### config.mk
export PLATFORM = sky130hd
export DESIGN_NAME = requant_int8_flat
export DESIGN_NICKNAME = d
export VERILOG_FILES = /design/src/rtl/dpu_quant_pkg.sv /design/src/rtl/requant_int8_if.sv /design/src/rtl/sat_int8.sv /design/src/rtl/requant_int8.sv /design/src/flat_wrapper.sv
export SDC_FILE = /design/constraint.sdc
export NUM_CORES = 2
export LEC_CHECK = 0
export ABC_AREA = 0
export CORE_ASPECT_RATIO = 0.7
export CORE_UTILIZATION = 31
export CTS_CLUSTER_DIAMETER = 150
export DETAILED_ROUTE_END_ITERATION = 16
export SLEW_MARGIN = 30
export SYNTH_ARGS = -nofsm -noshare
export SYNTH_HDL_FRONTEND = slang
export SYNTH_HIERARCHICAL = 1
export SYNTH_SLANG_ARGS = --single-unit
### constraint.sdc
create_clock -name clk -period 7.8 [get_ports clk]
set_input_delay 1.56 -clock clk [delete_from_list [all_inputs] [get_ports clk]]
set_output_delay 1.56 -clock clk [all_outputs]
set_load 0.02 [all_outputs]
### src/rtl/dpu_quant_pkg.sv
// Shared widths, INT8 limits and per-stage payload types for the quantisation pipelines.
package dpu_quant_pkg;

  localparam int unsigned IN_W    = 32;
  localparam int unsigned SCALE_W = 16;
  localparam int unsigned SHIFT_W = 5;
  localparam int unsigned OUT_W   = 8;
  localparam int unsigned PROD_W  = IN_W + SCALE_W + 1;
  localparam int unsigned SUM_W   = PROD_W + 1;

  localparam int INT8_MAX = 127;
  localparam int INT8_MIN = -128;

  typedef struct packed {
    logic signed [PROD_W-1:0]  p;
    logic        [SHIFT_W-1:0] shift;
    logic signed [OUT_W-1:0]   zp;
  } s1_t;

  typedef struct packed {
    logic signed [PROD_W-1:0] r;
    logic signed [OUT_W-1:0]  zp;
  } s2_t;

  typedef struct packed {
    logic signed [OUT_W-1:0] y;
    logic                    sat;
  } s3_t;

endpackage

### src/rtl/requant_int8_if.sv
// Valid/ready stream bundle for the INT8 requantiser: activation + per-beat config in, INT8 out.
interface requant_int8_if;
  import dpu_quant_pkg::*;

  logic                      in_valid;
  logic                      in_ready;
  logic signed [IN_W-1:0]    x;
  logic        [SCALE_W-1:0] scale;
  logic        [SHIFT_W-1:0] shift;
  logic signed [OUT_W-1:0]   zero_point;
  logic                      out_valid;
  logic                      out_ready;
  logic signed [OUT_W-1:0]   y;
  logic                      sat;

  modport master (
    output in_valid, x, scale, shift, zero_point, out_ready,
    input  in_ready, out_valid, y, sat
  );

  modport slave (
    input  in_valid, x, scale, shift, zero_point, out_ready,
    output in_ready, out_valid, y, sat
  );

endinterface

### src/rtl/sat_int8.sv
// Saturates a wide signed value to INT8 and flags when clipping happened.
module sat_int8
  import dpu_quant_pkg::*;
#(
  parameter int unsigned W = SUM_W
) (
  input  logic signed [W-1:0]     d,
  output logic signed [OUT_W-1:0] q,
  output logic                    sat
);

  localparam logic signed [W-1:0] MAX_V = W'(INT8_MAX);
  localparam logic signed [W-1:0] MIN_V = W'(INT8_MIN);

  always_comb begin
    q   = d[OUT_W-1:0];
    sat = 1'b0;
    if (d > MAX_V) begin
      q   = OUT_W'(INT8_MAX);
      sat = 1'b1;
    end else if (d < MIN_V) begin
      q   = OUT_W'(INT8_MIN);
      sat = 1'b1;
    end
  end

endmodule

### src/rtl/requant_int8.sv
// Three-stage requantiser: multiply, round+shift, offset+saturate; whole pipe stalls together.
module requant_int8
  import dpu_quant_pkg::*;
(
  input  logic           clk,
  input  logic           rst,
  requant_int8_if.slave  bus
);

  logic v1_q, v1_d;
  logic v2_q, v2_d;
  logic v3_q, v3_d;
  s1_t  s1_q, s1_d;
  s2_t  s2_q, s2_d;
  s3_t  s3_q, s3_d;
  logic en;

  logic signed [PROD_W-1:0] x_ext;
  logic signed [PROD_W-1:0] scale_ext;
  logic signed [PROD_W-1:0] prod;
  logic signed [SUM_W-1:0]  round_sum;
  logic signed [PROD_W-1:0] r_next;
  logic signed [SUM_W-1:0]  sum3;
  logic signed [OUT_W-1:0]  y_sat;
  logic                     sat_flag;

  // Stage arithmetic; the rounding sum gets one guard bit so it never wraps.
  always_comb begin
    x_ext     = PROD_W'(bus.x);
    scale_ext = $signed(PROD_W'(bus.scale));
    prod      = x_ext * scale_ext;
    round_sum = SUM_W'(s1_q.p) + (SUM_W'(1) << (s1_q.shift - SHIFT_W'(1)));
    r_next    = (s1_q.shift == '0) ? s1_q.p : PROD_W'(round_sum >>> s1_q.shift);
    sum3      = SUM_W'(s2_q.r) + SUM_W'(s2_q.zp);
  end

  sat_int8 #(.W(SUM_W)) u_sat (
    .d   (sum3),
    .q   (y_sat),
    .sat (sat_flag)
  );

  // Single enable: an unconsumed output freezes every stage.
  always_comb begin
    en   = !v3_q || bus.out_ready;
    v1_d = v1_q;
    v2_d = v2_q;
    v3_d = v3_q;
    s1_d = s1_q;
    s2_d = s2_q;
    s3_d = s3_q;
    if (en) begin
      v1_d = bus.in_valid;
      v2_d = v1_q;
      v3_d = v2_q;
      if (bus.in_valid) s1_d = '{p: prod, shift: bus.shift, zp: bus.zero_point};
      if (v1_q)         s2_d = '{r: r_next, zp: s1_q.zp};
      if (v2_q)         s3_d = '{y: y_sat, sat: sat_flag};
    end
  end

  always_ff @(posedge clk or posedge rst) begin
    if (rst) begin
      v1_q <= 1'b0;
      v2_q <= 1'b0;
      v3_q <= 1'b0;
      s1_q <= '0;
      s2_q <= '0;
      s3_q <= '0;
    end else begin
      v1_q <= v1_d;
      v2_q <= v2_d;
      v3_q <= v3_d;
      s1_q <= s1_d;
      s2_q <= s2_d;
      s3_q <= s3_d;
    end
  end

  assign bus.in_ready  = en;
  assign bus.out_valid = v3_q;
  assign bus.y         = s3_q.y;
  assign bus.sat       = s3_q.sat;

endmodule

### src/flat_wrapper.sv
// flat-port wrapper written by rule: the top's interface ports become plain ports
module requant_int8_flat import dpu_quant_pkg::*;
  (clk, rst, bus_in_valid, bus_x, bus_scale, bus_shift, bus_zero_point, bus_out_ready, bus_in_ready, bus_out_valid, bus_y, bus_sat);
  requant_int8_if bus_i ();
  input  logic clk;
  input  logic rst;
  input wire logic [$bits(bus_i.in_valid)-1:0] bus_in_valid;
  input wire logic [$bits(bus_i.x)-1:0] bus_x;
  input wire logic [$bits(bus_i.scale)-1:0] bus_scale;
  input wire logic [$bits(bus_i.shift)-1:0] bus_shift;
  input wire logic [$bits(bus_i.zero_point)-1:0] bus_zero_point;
  input wire logic [$bits(bus_i.out_ready)-1:0] bus_out_ready;
  output wire logic [$bits(bus_i.in_ready)-1:0] bus_in_ready;
  output wire logic [$bits(bus_i.out_valid)-1:0] bus_out_valid;
  output wire logic [$bits(bus_i.y)-1:0] bus_y;
  output wire logic [$bits(bus_i.sat)-1:0] bus_sat;
  assign bus_i.in_valid = bus_in_valid;
  assign bus_i.x = bus_x;
  assign bus_i.scale = bus_scale;
  assign bus_i.shift = bus_shift;
  assign bus_i.zero_point = bus_zero_point;
  assign bus_i.out_ready = bus_out_ready;
  assign bus_in_ready = bus_i.in_ready;
  assign bus_out_valid = bus_i.out_valid;
  assign bus_y = bus_i.y;
  assign bus_sat = bus_i.sat;
  requant_int8 u_core (.clk(clk), .rst(rst), .bus(bus_i));
endmodule
Yosys cells after proc, flatten, opt, wreduce, memory -nomap -nowiden
Index checks and enable logic that the tools add are counted.
{ "word_totals": {"regBits": 131, "in_bits": 65} }
{ "op_classes": {"muxes": 5, "n_shift": 2, "magnitude_cmp": 2, "reduce_logical": 6, "multipliers": 1, "addsub": 3} }
{ "op_table": {"columns": ["operator", "n"], "rows": [
  ["$add 49x50->50", 1],
  ["$add 49x8->50", 1],
  ["$gt 50x8->1 const B", 1],
  ["$lt 50x8->1 const B", 1],
  ["$shl 1x5->50 const A", 1],
  ["$sshr 50x5->49", 1],
  ["$mul 32x17->49", 1],
  ["$mux 49", 1],
  ["$mux 8", 2],
  ["$reduce_and 2->1", 3],
  ["$logic_not 5->1", 1],
  ["$sub 5x1->5 const B", 1],
  ["$mux 1", 2],
  ["$logic_not 1->1", 1],
  ["$logic_or 1x1->1", 1]
]} }

Logic depth before layout (Yosys ltp)
{ "logic_depth": {"depth_word": 5, "depth_mapped": 26, "mapped_depth_nobuf": 24} }

Hierarchy
The synthesis kept the hierarchy.
{ "by_module_without_submodules": {"columns": ["module", "instances", "cells_each", "area_per_inst_um2"], "rows": [
  ["requant_int8", 1, 3823, 32043.2],
  ["sat_int8", 1, 48, 290.3]
]} }

Worst setup path after synthesis
Ideal clock, no wire load.
{ "synth_path": {"path_kind": "input port to flip-flop", "start": "in bus_scale[5]", "end": "reg u_core/s1_q[61] in the netlist's numbering", "stages": 23, "setup_ps": 69, "t_arrival_ps": 7861, "setup_slack_ps": -130, "n_path_buf": 1, "path_cell_list": "clkbuf_1 -> and2_1 -> fa_1 -> inv_1 -> fa_1 -> fa_1 -> inv_1 -> fa_1 -> fa_1 -> inv_1 -> fa_1 -> inv_1 -> ha_1 -> and3_1 -> a221o_1 -> a21oi_1 -> a21oi_1 -> o41ai_2 -> o31ai_1 -> a221oi_1 -> o21ai_0 -> or3_1 -> nand3_1"} }
{ "synth_via": {"elab_chain_len": 1} }
{ "synth_rtl": {"columns": ["item", "line_no", "source"], "rows": [
  ["from (decl)", "flat_wrapper.sv:9", "input wire logic [$bits(bus_i.scale)-1:0] bus_scale;"],
  ["$mul 32x17->49", "requant_int8.sv:31", "prod = x_ext * scale_ext;"],
  ["to (signal assigned)", "requant_int8.sv:67", "s1_q <= '0;"],
  ["to (signal assigned)", "requant_int8.sv:74", "s1_q <= s1_d;"],
  ["to (decl)", "requant_int8.sv:13", "s1_t s1_q, s1_d;"]
]} }
No other way between the ends.
A chain may end at the register's enable or synchronous reset.

Final worst setup path
{ "layout_path": {"start": "in bus_scale[5]", "end": "reg u_core/s1_q[59] in the netlist's numbering"} }
Same word-level chain as after synthesis.

==> results.md <==
- Status: finished, final reports clean
- Vias in the first global route: 28344
- Vias: 28160
- Drt first pass iters: 6
- Relative slew slack: 0.275
- DP Cell Count: 5410
- Worst hold slack: 0.469 ns
- CTS Buf Count: 17
- RSZ-0062 raised after global routing: false
- Final core utilization: 0.366
- Top FF cell, synth: dfrtp_1
- Mean post-synth cell area: 8.35 µm²
- Warnings from Yosys: 6
- GRT Total Usage: 0.190
- Final WL: 100000 µm
- Final max-slew violation count: 0
- CP Launch Type: input pin
- Largest stage delay on the critical path: around 0.57 ns
- Rows: between 90 and 100
- Core box area: 103000 µm²
- Synth top area cells: fa_1, dfrtp_1, ha_1
- Worst Clk Skew: 0.0101 ns
- Arr. time, crit path: 7.91 ns
- Most frequent cells in the layout: inv_1, nand2_1, fa_1
- Final setup fails: 0
- Post-synthesis cell type count: around 100
- Max clock buf depth: 2
- Initial antenna violation count: 1
- Slowest-stage cell, CP: fa_2
- CTS H-tree depth: 4
- FF-to-FF setup slack: between 1 and 1.5 ns
- Post-route ant nets: 0
- Root Buffer: clkbuf_16
- Detailed Place HPWL: 83300 µm
- DRC errors left: 0
- CP Capture Type: register
- # hold bufs at CTS: 0
- Final Cycle Share: 0.971
- Crit-path max FO: 7
- DRT iter0 DRCs: 2777
- Largest net degree at the start of global routing: 77
- Kind of critical path: in2reg
- Dpl cell area: ~37000 µm²
- Die height: roughly 270 µm
- DIE WIDTH: 388 µm
- Biggest area consumer among synthesized cells: fa_1
- Final instance area: 37600 µm²
- Net Count, Synth: 4627
- Fmax: 0.132 GHz
- Final Non-Filler Cells: between 5000 and 6000
- Clock slew at reported path FFs: approximately 0.060 ns
- DIE AREA: 106000 µm²
- Worst-skew pair later-pin latency: 0.45 ns
- Mapped Cells: slightly below 4000
- Drt wl/cell: roughly 18 µm
- Num Clock Sinks: 131
- Final-report hold violation count: 0
- Port Buffers: 75
- Congestion Overflow GR: 0
- Worst Max-Slew Pin Slew: approximately 1.1 ns
- Vias per cell: ~5.2
- Min-Delay Path Class: reg2reg
- Post-synth ARST share: 1.00
- Yosys top cell area share: 0.304
- Nets@finish: around 4900
- Gpl congestion: about 1
- Max-Cap Viols: 0
- I/O pin total: 76
- Register bit total from synthesis: 131
- Commonest non-fill, non-tap cell in the layout: inv_1
- Share of layout cells above drive strength 1: 0.134
- Ant diodes: 0
- Area Overhead vs Synth: 16.3%
- Post-synth EDFFs: 0
- Sequential area share after synthesis: 0.101
- CP required: about 8.1 ns
- First-pass GRT wire length: 161000 µm
- Final worst path period need: approximately 7.6 ns
- Initial Util: 0.315
- CTS tree: built
- Synth Cell Area: around 32000 µm²
[synth_stat cells, types with 14 or more instances]
master,count
inv_1,644
nand2_1,542
fa_1,491
and2_1,254
ha_1,200
nor2_1,178
a21oi_1,165
clkbuf_1,162
o21ai_0,146
dfrtp_1,131
xnor2_1,83
a21o_1,70
nor3_1,63
nand3_1,51
mux2i_1,46
xor2_1,46
a211oi_1,40
nand4_1,39
mux4_2,38
o21a_1,30
and3_1,28
mux2_2,27
o21ai_1,26
a31oi_1,23
o21bai_1,20
nor4_1,19
o211ai_1,19
o31ai_1,18
buf_1,16
buf_2,16
a221oi_1,15
nand2b_1,14
nor2b_1,14
[layer usage]
metal	track usage	vias up	routed length, µm
met1	0.302	13896	50300
met3	0.0371	79	9230
met5	0	-	0
li1	-	13091	-
met4	0.0237	0	839
met2	0.267	1094	39600
[through the flow]
stage	setup slack, ns	TNS, ns
floorplan	0.0512	0
global placement	-0.932	-12.29
detailed placement	-0.971	-13.03
CTS	0.000178	0
global route	0.000527	0
finish	0.229	0
[timing repair]
item | 4_1_cts | 5_1_grt
resized for setup | 38 | 103
pin swaps | 7 | 49
setup endpoints to repair | 16 | 17
buffers inserted | 4 | 8
gates cloned | 1 | 4
[final timing paths]
path / startpoint / end / depth (start not counted)
max reg2reg: u_core/s1_q[11] / u_core/s2_q[32] / 17
min reg2reg: u_core/v2_q / u_core/bus.out_valid / 2
max: bus_scale[5] / u_core/s1_q[59] / 27
max in group asynchronous: rst / u_core/s1_q[9] / 3
min: u_core/v2_q / u_core/bus.out_valid / 2
min in group asynchronous: rst / u_core/s1_q[2] / 2
[cells by family after synthesis]
logic type,count (synthesis),synth area share
xor gates and xnor gates,130,0.0354
AOI/OAI and AO/OA,707,0.147
muxes,111,0.0501
buffers and inverters,843,0.0988
adders and majority gates,691,0.381
and+or+nand+nor,1258,0.186
DFF,131,0.101
[state kept, by name, indices dropped and copies added, names as in the netlist]
| signal | flops |
|---|---|
| u_core/bus.out_valid | 1 |
| u_core/bus.y | 8 |
| u_core/s1_q | 62 |
| u_core/bus.sat | 1 |
| u_core/v2_q | 1 |
| u_core/v1_q | 1 |
| u_core/s2_q | 57 |
[cell type report]
cell class                      instances  area (µm²)
Multi-Input combinational cell       2897       26100
Inverter                              646        2430
Clock inverter                         14         201
Timing Repair Buffer                  403        3470
Clock buffer                           18         429
Fill cell                           10647       65100
Sequential cell                       131        3280
Tap cell                             1350        1690
[critical path, delay by kind of cell]
family / cells / cell delay, ns
adders and majority gates: 7 / 3.01
AOI/OAI and AO/OA: 10 / 2.14
buffers and inverters: 9 / 1.03
and+or+nand+nor: 1 / 0.14
Power is not shown: default switching activity piles up to over one toggle a cycle in this logic, so the estimate is an artifact.
